`src/rtl/mem_access_pkg.sv`:
```
// Shared definitions for the data-memory access unit: funct3 codes,
// FSM state encodings and the access-size decode.
package mem_access_pkg;

   // RISC-V load/store funct3 encodings (stores use the first four)
   localparam logic [2:0] F3_B  = 3'b000;
   localparam logic [2:0] F3_H  = 3'b001;
   localparam logic [2:0] F3_W  = 3'b010;
   localparam logic [2:0] F3_D  = 3'b011;
   localparam logic [2:0] F3_BU = 3'b100;
   localparam logic [2:0] F3_HU = 3'b101;
   localparam logic [2:0] F3_WU = 3'b110;

   // FSM state encodings
   typedef logic [2:0] state_t;
   localparam state_t ST_IDLE   = 3'd0;
   localparam state_t ST_LOAD   = 3'd1;
   localparam state_t ST_RMW_RD = 3'd2;
   localparam state_t ST_WRITE  = 3'd3;
   localparam state_t ST_RESP   = 3'd4;

   // Access size in bytes; the low two funct3 bits encode log2(size)
   function automatic logic [3:0] size_bytes(input logic [2:0] funct3);
      case (funct3[1:0])
         2'b00:   size_bytes = 4'd1;
         2'b01:   size_bytes = 4'd2;
         2'b10:   size_bytes = 4'd4;
         default: size_bytes = 4'd8;
      endcase
   endfunction

endpackage

```
`src/rtl/mem_access_unit_lane_align.sv`:
```
// Combinational byte-lane steering between a memory doubleword and
// sub-doubleword load/store data (little-endian lanes).
import mem_access_pkg::*;

module mem_access_unit_lane_align (
   input  logic [63:0] dword,
   input  logic [63:0] wdata,
   input  logic [2:0]  offset,
   input  logic [2:0]  funct3,
   output logic [63:0] load_data,
   output logic [63:0] store_data
);

   // Pull the addressed lane down to bit 0 and sign/zero extend it
   function automatic logic [63:0] load_extract(input logic [63:0] dw,
                                                input logic [2:0]  off,
                                                input logic [2:0]  f3);
      logic [63:0] s;
      s = dw >> {off, 3'b000};
      case (f3)
         F3_B:    load_extract = {{56{s[7]}}, s[7:0]};
         F3_H:    load_extract = {{48{s[15]}}, s[15:0]};
         F3_W:    load_extract = {{32{s[31]}}, s[31:0]};
         F3_D:    load_extract = s;
         F3_BU:   load_extract = {56'd0, s[7:0]};
         F3_HU:   load_extract = {48'd0, s[15:0]};
         F3_WU:   load_extract = {32'd0, s[31:0]};
         default: load_extract = 64'd0;
      endcase
   endfunction

   // Replace the addressed lane of the old doubleword with the low store bytes
   function automatic logic [63:0] store_merge(input logic [63:0] dw,
                                               input logic [63:0] wd,
                                               input logic [2:0]  off,
                                               input logic [2:0]  f3);
      logic [63:0] base_mask;
      logic [63:0] lane_mask;
      case (f3[1:0])
         2'b00:   base_mask = 64'h0000_0000_0000_00FF;
         2'b01:   base_mask = 64'h0000_0000_0000_FFFF;
         2'b10:   base_mask = 64'h0000_0000_FFFF_FFFF;
         default: base_mask = 64'hFFFF_FFFF_FFFF_FFFF;
      endcase
      lane_mask   = base_mask << {off, 3'b000};
      store_merge = (dw & ~lane_mask) | ((wd << {off, 3'b000}) & lane_mask);
   endfunction

   // Both paths are evaluated continuously; the FSM picks which one to latch
   always_comb begin
      load_data  = load_extract(dword, offset, funct3);
      store_data = store_merge(dword, wdata, offset, funct3);
   end

endmodule

```
`src/rtl/mem_access_unit.sv`:
```
// Initiator side of the data-memory interface: turns byte/half/word/double
// loads and stores into doubleword-aligned memory transactions, using a
// read-modify-write for narrow stores and faulting bad requests up front.
import mem_access_pkg::*;

module mem_access_unit #(
   parameter int MEM_ADDR_BITS = 13
) (
   input  logic        clk,
   input  logic        rst_n,
   input  logic        req_valid,
   output logic        req_ready,
   input  logic        req_write,
   input  logic [2:0]  req_funct3,
   input  logic [63:0] req_addr,
   input  logic [63:0] req_wdata,
   output logic        resp_valid,
   output logic [63:0] resp_rdata,
   output logic        resp_fault,
   output logic        mem_read,
   output logic        mem_write,
   output logic [63:0] mem_address,
   output logic [63:0] mem_write_data,
   input  logic [63:0] mem_read_data
);

   state_t      state_q, state_d;
   logic [2:0]  funct3_q, funct3_d;
   logic [2:0]  offset_q, offset_d;
   logic [63:0] wdata_q, wdata_d;
   logic [63:0] resp_rdata_q, resp_rdata_d;
   logic        resp_fault_q, resp_fault_d;
   logic [63:0] mem_address_q, mem_address_d;
   logic [63:0] mem_write_data_q, mem_write_data_d;

   logic [3:0]  req_size;
   logic [3:0]  req_size_m1;
   logic        req_misaligned;
   logic        req_out_of_range;
   logic        req_illegal;
   logic        req_fault;
   logic [63:0] load_data;
   logic [63:0] store_data;

   mem_access_unit_lane_align u_lane_align (
      .dword      (mem_read_data),
      .wdata      (wdata_q),
      .offset     (offset_q),
      .funct3     (funct3_q),
      .load_data  (load_data),
      .store_data (store_data)
   );

   // Classify the incoming request so faults never touch memory
   always_comb begin
      req_size         = size_bytes(req_funct3);
      req_size_m1      = req_size - 4'd1;
      req_misaligned   = (req_addr[2:0] & req_size_m1[2:0]) != 3'b000;
      req_out_of_range = (req_addr >> MEM_ADDR_BITS) != 64'd0;
      req_illegal      = req_write ? req_funct3[2] : (req_funct3 == 3'b111);
      req_fault        = req_illegal || req_misaligned || req_out_of_range;
   end

   // Next-state and datapath register updates for the access FSM
   always_comb begin
      state_d          = state_q;
      funct3_d         = funct3_q;
      offset_d         = offset_q;
      wdata_d          = wdata_q;
      resp_rdata_d     = resp_rdata_q;
      resp_fault_d     = resp_fault_q;
      mem_address_d    = mem_address_q;
      mem_write_data_d = mem_write_data_q;
      case (state_q)
         ST_IDLE: begin
            if (req_valid) begin
               funct3_d = req_funct3;
               offset_d = req_addr[2:0];
               wdata_d  = req_wdata;
               if (req_fault) begin
                  resp_fault_d = 1'b1;
                  resp_rdata_d = 64'd0;
                  state_d      = ST_RESP;
               end else begin
                  mem_address_d = {req_addr[63:3], 3'b000};
                  if (!req_write) begin
                     state_d = ST_LOAD;
                  end else if (req_funct3 == F3_D) begin
                     mem_write_data_d = req_wdata;
                     state_d          = ST_WRITE;
                  end else begin
                     state_d = ST_RMW_RD;
                  end
               end
            end
         end
         ST_LOAD: begin
            resp_rdata_d = load_data;
            resp_fault_d = 1'b0;
            state_d      = ST_RESP;
         end
         ST_RMW_RD: begin
            mem_write_data_d = store_data;
            state_d          = ST_WRITE;
         end
         ST_WRITE: begin
            resp_rdata_d = 64'd0;
            resp_fault_d = 1'b0;
            state_d      = ST_RESP;
         end
         ST_RESP: begin
            state_d = ST_IDLE;
         end
         default: begin
            state_d = ST_IDLE;
         end
      endcase
   end

   // State and datapath registers, cleared asynchronously
   always_ff @(posedge clk or negedge rst_n) begin
      if (!rst_n) begin
         state_q          <= ST_IDLE;
         funct3_q         <= 3'd0;
         offset_q         <= 3'd0;
         wdata_q          <= 64'd0;
         resp_rdata_q     <= 64'd0;
         resp_fault_q     <= 1'b0;
         mem_address_q    <= 64'd0;
         mem_write_data_q <= 64'd0;
      end else begin
         state_q          <= state_d;
         funct3_q         <= funct3_d;
         offset_q         <= offset_d;
         wdata_q          <= wdata_d;
         resp_rdata_q     <= resp_rdata_d;
         resp_fault_q     <= resp_fault_d;
         mem_address_q    <= mem_address_d;
         mem_write_data_q <= mem_write_data_d;
      end
   end

   // Moore decode of strobes plus registered data outputs
   always_comb begin
      req_ready      = (state_q == ST_IDLE);
      mem_read       = (state_q == ST_LOAD) || (state_q == ST_RMW_RD);
      mem_write      = (state_q == ST_WRITE);
      resp_valid     = (state_q == ST_RESP);
      resp_rdata     = resp_rdata_q;
      resp_fault     = resp_fault_q;
      mem_address    = mem_address_q;
      mem_write_data = mem_write_data_q;
   end

endmodule

```
`config.mk`:
```
export PLATFORM = sky130hd
export DESIGN_NAME = mem_access_unit
export DESIGN_NICKNAME = d
export VERILOG_FILES = /design/src/rtl/mem_access_pkg.sv /design/src/rtl/mem_access_unit_lane_align.sv /design/src/rtl/mem_access_unit.sv
export SDC_FILE = /design/constraint.sdc
export NUM_CORES = 1
export LEC_CHECK = 0
export CAP_MARGIN = 25
export CORE_MARGIN = 4
export CORE_UTILIZATION = 49
export CTS_BUF_LIST = sky130_fd_sc_hd__clkbuf_4 sky130_fd_sc_hd__clkbuf_8 sky130_fd_sc_hd__clkbuf_16
export CTS_CLUSTER_DIAMETER = 200
export DETAILED_ROUTE_END_ITERATION = 7
export PLACE_DENSITY = 0.92
export SETUP_SLACK_MARGIN = 0.2
export SYNTH_ARGS = -nofsm -noshare
export SYNTH_HDL_FRONTEND = slang
export SYNTH_SLANG_ARGS = --single-unit
```
`constraint.sdc`:
```
create_clock -name clk -period 2.2 [get_ports clk]
set_input_delay 0.44 -clock clk [delete_from_list [all_inputs] [get_ports clk]]
set_output_delay 0.44 -clock clk [all_outputs]
set_load 0.02 [all_outputs]
```
==> results.txt <==
The adder-cell area share of the yosys netlist came out at 0%. The non-filler instance count after layout is 2328. Across all setup checks in the final design, the least slack found is -0.05419 ns. The maximum achievable frequency came out at 443.6 MHz. The clock slew seen by the registers of the worst setup and hold paths is 0.07 ns. The area of the core came out at 28860 µm². In the layout the commonest cells are 257 x sky130_fd_sc_hd__dfrtp_1, 254 x sky130_fd_sc_hd__clkdlybuf4s50_1, 150 x sky130_fd_sc_hd__buf_4.

In the routed layout, each cell is associated on average with a via count of 6.569. The simple-gate area share of the yosys netlist came out at 10.66%. Entering global routing, the biggest net connects 129 pins. During synthesis, Yosys emitted a total of 0 warnings. In the final routing, the length of wire on met1 measures 22920 µm. The portion of total power attributed to sequential cells is 34.1%. The fraction of layout cells with a size suffix above 1 is 28.32%.

The pre-antenna-repair detailed-routing pass consisted of 6 iterations. The number of violations of the max-capacitance limit is 0. The flow ran to the end, but the final reports show violations. The violation count after the first detailed-route iteration came out at 1982. The area growth from synthesis to layout is 57.70%.

No sink is reached through more buffers than the 3 on the longest clock path. The count of final max-slew check failures came to 0. The cell count after synthesis came out at 1401.

Per report_power, the combinational group accounts for 34.5% of the total. The critical path required time is 2.65 ns. The met3 wirelength from detailed routing is 7573 µm. The time the final worst path needs with I/O delays and setup came out at 2.254 ns. The share of the synthesized area in compound gates (AO/OA/AOI/OAI) is 18.92%. The clock sink total is 263. The tightest min-delay check is of the input port to flip-flop type. The number of different library cells in the post-synthesis netlist came out at 59.

The checks that failed: negative setup slack. For this run, the register share of the synthesized area comes to 45.62%. The count of buffers added on input and output ports is 392. In the synthesized netlist the dominant register cell turns out to be sky130_fd_sc_hd__dfrtp_1. The number of failing hold endpoints at the final stage came out at 0. The count of final setup violators came out at 28.

Summed over all layers, the routed wires come to 66150 µm. The async set-reset flop share out of synthesis came out at 100.0%. The total area of multi-input combinational cells is 8046 µm². The clock group share of total power came out at 31.4%. TritonCTS created 28 clock buffers. After detailed placement, the design holds a cell count of 2214. The area of all placed cells without fillers is 22750 µm². The power density normalized to cell area is 696.3 nW/µm².

Clock skew on the completed layout was measured at 0.02534 ns. The net count reported at finish is 2119. STA classifies the critical path endpoint as a flip-flop.

STA classifies the critical path startpoint as a flip-flop. The flip-flop and latch area is 6594 µm². The aggregate global routing overflow is 0. The total placed instance area is 19730 µm². Detailed placement ended at an HPWL of 44760 µm.

The initial antenna violation count is 2. In this run, synthesis inferred 0 flip-flops with an integrated enable. The source-to-sink clock delay at the later pin of the worst-skew pair came out at 0.58 ns. After synthesis, the share of cell area in mux cells is 19.89%. After detailed routing, the met2 layer carries 30190 µm of wire.

The slew at the pin closest to its max-slew limit is 0.6810 ns. The die width came out at 179.6 µm. Clock tree synthesis selected as its root buffer the cell sky130_fd_sc_hd__clkbuf_16. The overall die height came out at 179.6 µm. The number of levels in the clock H-tree is 1.

Setup repair after global routing could not meet its margin everywhere. The initial standard-cell utilization of the core came out at 50.00%. The average cell area after synthesis came out at 10.30 µm². The floorplan has 62 rows. The count of vias placed by the detailed router came out at 15290. The area of the mapped netlist is 14430 µm². The arrival time of the worst setup path is 2.70 ns. The global-route wire length before repair is 90200 µm.

The number of routed nets with antenna violations came out at 0. The total global-route track usage is 35.69%. The die footprint came out at 32250 µm². The TritonCTS clock tree is built. The largest vdd supply drop came out at 652.2 µV. The synthesis-stage register bit count came out at 263. The cell-internal power came out at 10620 µW.

The worst slew margin relative to its limit is 54.60%. The stage delay of the slowest cell on the critical path is 0.54 ns. Fill cells in the final layout number 1754. The xor/xnor cell area share of the yosys netlist came out at 0.1214%. The maximum fanout along the worst path came out at 23. The number of global-route vias before repair is 14890. The slowest cell on the critical path is sky130_fd_sc_hd__mux4_2. At the end of routability-driven placement, the weighted congestion stood at 0.9935. The worst path uses 102.5% of the clock period. The DRC violations left came out at 0. The net switching power of the design is 5221 µW. The classification of the worst setup path is flip-flop to flip-flop.

The library cell used most frequently in the layout, excluding fill and tap cells, is sky130_fd_sc_hd__dfrtp_1. After synthesis, the largest family of logic cells by area is multiplexers. The leakage power total came out at 0.01131 µW. The highest layer touched by signal routing is met4. The proportion of total power due to net switching is 32.95%.

In the final routed layout, each cell accounts on average for 28.41 µm. The boundary pin count came out at 396. The critical path goes through mux4_2, mux2i_2, or4_4, o311a_4, buf_12, a21oi_1, a21o_1.
==> logic make-up after synthesis <==
group / after synthesis
buf+inv: 138
other cells: 1
mux: 251
compound gates: 423
flops: 263
simple gates: 323
xor+xnor: 2
==> worst paths after layout <==
path / from / end / slack, ns / cells after the start
hold reg to reg: resp_rdata[63]$_DFFE_PN0P_ / resp_rdata[63]$_DFFE_PN0P_ / 0.48 / 1
max in group asynchronous: rst_n / resp_rdata[26]$_DFFE_PN0P_ / 1.07 / 3
hold / removal: req_addr[0] / offset_q[0]$_DFFE_PN0P_ / 0.34 / 4
setup / recovery: offset_q[1]$_DFFE_PN0P_ / resp_rdata[44]$_DFFE_PN0P_ / -0.05 / 7
min in group asynchronous: rst_n / mem_address[49]$_DFFE_PN0P_ / 0.42 / 2
setup reg to reg: offset_q[1]$_DFFE_PN0P_ / resp_rdata[44]$_DFFE_PN0P_ / -0.05 / 7
==> stage by stage <==
step           TNS (ns)  hold WS, ns  utilization, %  power [µW]  setup WS [ns]
2_1_floorplan         0       0.1444               -        7484         0.2013
3_3_place_gp     -87.40       0.4315           68.38        9455        -0.5726
3_5_place_dp     -84.45       0.4359           68.38        9512        -0.5586
4_1_cts               0       0.4224           73.63       14780       0.005399
5_1_grt          -2.123       0.3758           78.84       16220        -0.1018
6_report        -0.7427       0.3394           78.84       15840       -0.05419
==> power by group through the flow <==
stage	clock, µW	sequential (µW)	combinational [µW]
after floorplan	0	5230	2260
after detailed placement	0	5410	4100
final	4980	5400	5460
after global placement	0	5400	4050
after CTS	4990	5330	4470
after global routing	5210	5380	5630
==> final cells by class <==
cell class	instances	area share, %
Clock inverter	16	0.8799
Sequential cell	263	28.98
Tap cell	384	2.112
Timing Repair Buffer	621	29.15
Inverter	4	0.06599
Multi-Input combinational cell	1002	35.37
Clock buffer	36	3.426
Antenna cell	2	0.02200
==> critical path, delay by kind of cell (launching register included) <==
family,cells,cell delay (ns)
AOI/OAI and AO/OA,3,0.53
buffers and inverters,1,0.17
DFF,1,0.52
muxes,2,0.73
and+or+nand+nor,1,0.17
==> synth_stat cells, types with 2 or more instances <==
cell / count / area (µm²)
sky130_fd_sc_hd__a211oi_1: 37 / 277.8
sky130_fd_sc_hd__a21o_1: 28 / 210.2
sky130_fd_sc_hd__a21oi_1: 95 / 475.5
sky130_fd_sc_hd__a221oi_1: 8 / 70.07
sky130_fd_sc_hd__a22o_1: 16 / 140.1
sky130_fd_sc_hd__a22oi_1: 64 / 480.5
sky130_fd_sc_hd__a31oi_1: 66 / 412.9
sky130_fd_sc_hd__and2_1: 52 / 325.3
sky130_fd_sc_hd__buf_1: 2 / 7.510
sky130_fd_sc_hd__buf_2: 43 / 215.2
sky130_fd_sc_hd__buf_4: 14 / 105.1
sky130_fd_sc_hd__buf_6: 7 / 78.83
sky130_fd_sc_hd__clkbuf_1: 67 / 251.5
sky130_fd_sc_hd__dfrtp_1: 263 / 6581
sky130_fd_sc_hd__inv_1: 4 / 15.01
sky130_fd_sc_hd__mux2_2: 104 / 1171
sky130_fd_sc_hd__mux2i_1: 128 / 1281
sky130_fd_sc_hd__mux4_2: 18 / 405.4
sky130_fd_sc_hd__nand2_1: 151 / 566.8
sky130_fd_sc_hd__nand2b_1: 3 / 18.77
sky130_fd_sc_hd__nand3_1: 4 / 20.02
sky130_fd_sc_hd__nand4_1: 3 / 18.77
sky130_fd_sc_hd__nor2_1: 51 / 191.4
sky130_fd_sc_hd__nor2b_1: 25 / 156.4
sky130_fd_sc_hd__nor3_1: 7 / 35.03
sky130_fd_sc_hd__nor3_4: 2 / 32.53
sky130_fd_sc_hd__nor3b_1: 3 / 22.52
sky130_fd_sc_hd__nor4_1: 12 / 75.07
sky130_fd_sc_hd__o211ai_1: 2 / 15.01
sky130_fd_sc_hd__o21a_1: 3 / 22.52
sky130_fd_sc_hd__o21ai_0: 61 / 305.3
sky130_fd_sc_hd__o21ai_1: 13 / 65.06
sky130_fd_sc_hd__o21ai_2: 2 / 17.52
sky130_fd_sc_hd__o22ai_1: 16 / 100.1
sky130_fd_sc_hd__or2b_1: 2 / 15.01
sky130_fd_sc_hd__or3_1: 2 / 12.51
==> per-layer routing <==
metal / track usage (%) / vias up
li1: - / 6176
met1: 43.40 / 7345
met2: 58.39 / 1385
met3: 9.054 / 387
met4: 19.69 / 0
met5: 0 / -
==> flip-flops by register name, summed over array words and instances (netlist names) <==
| register | flops |
|---|---|
| funct3_q | 3 |
| mem_address | 61 |
| mem_write_data | 64 |
| offset_q | 3 |
| resp_fault | 1 |
| resp_rdata | 64 |
| state_q | 3 |
| wdata_q | 64 |
==> repair_timing <==
action	in CTS	in global routing
endpoints found under the setup margin	213	206
setup buffers	14	23
hold buffers	1	0
hold endpoints to repair	52	0
gates resized for setup	165	234
gates cloned	6	16
pin swaps	8	34
Note: power is estimated with default switching activity, not from simulation.
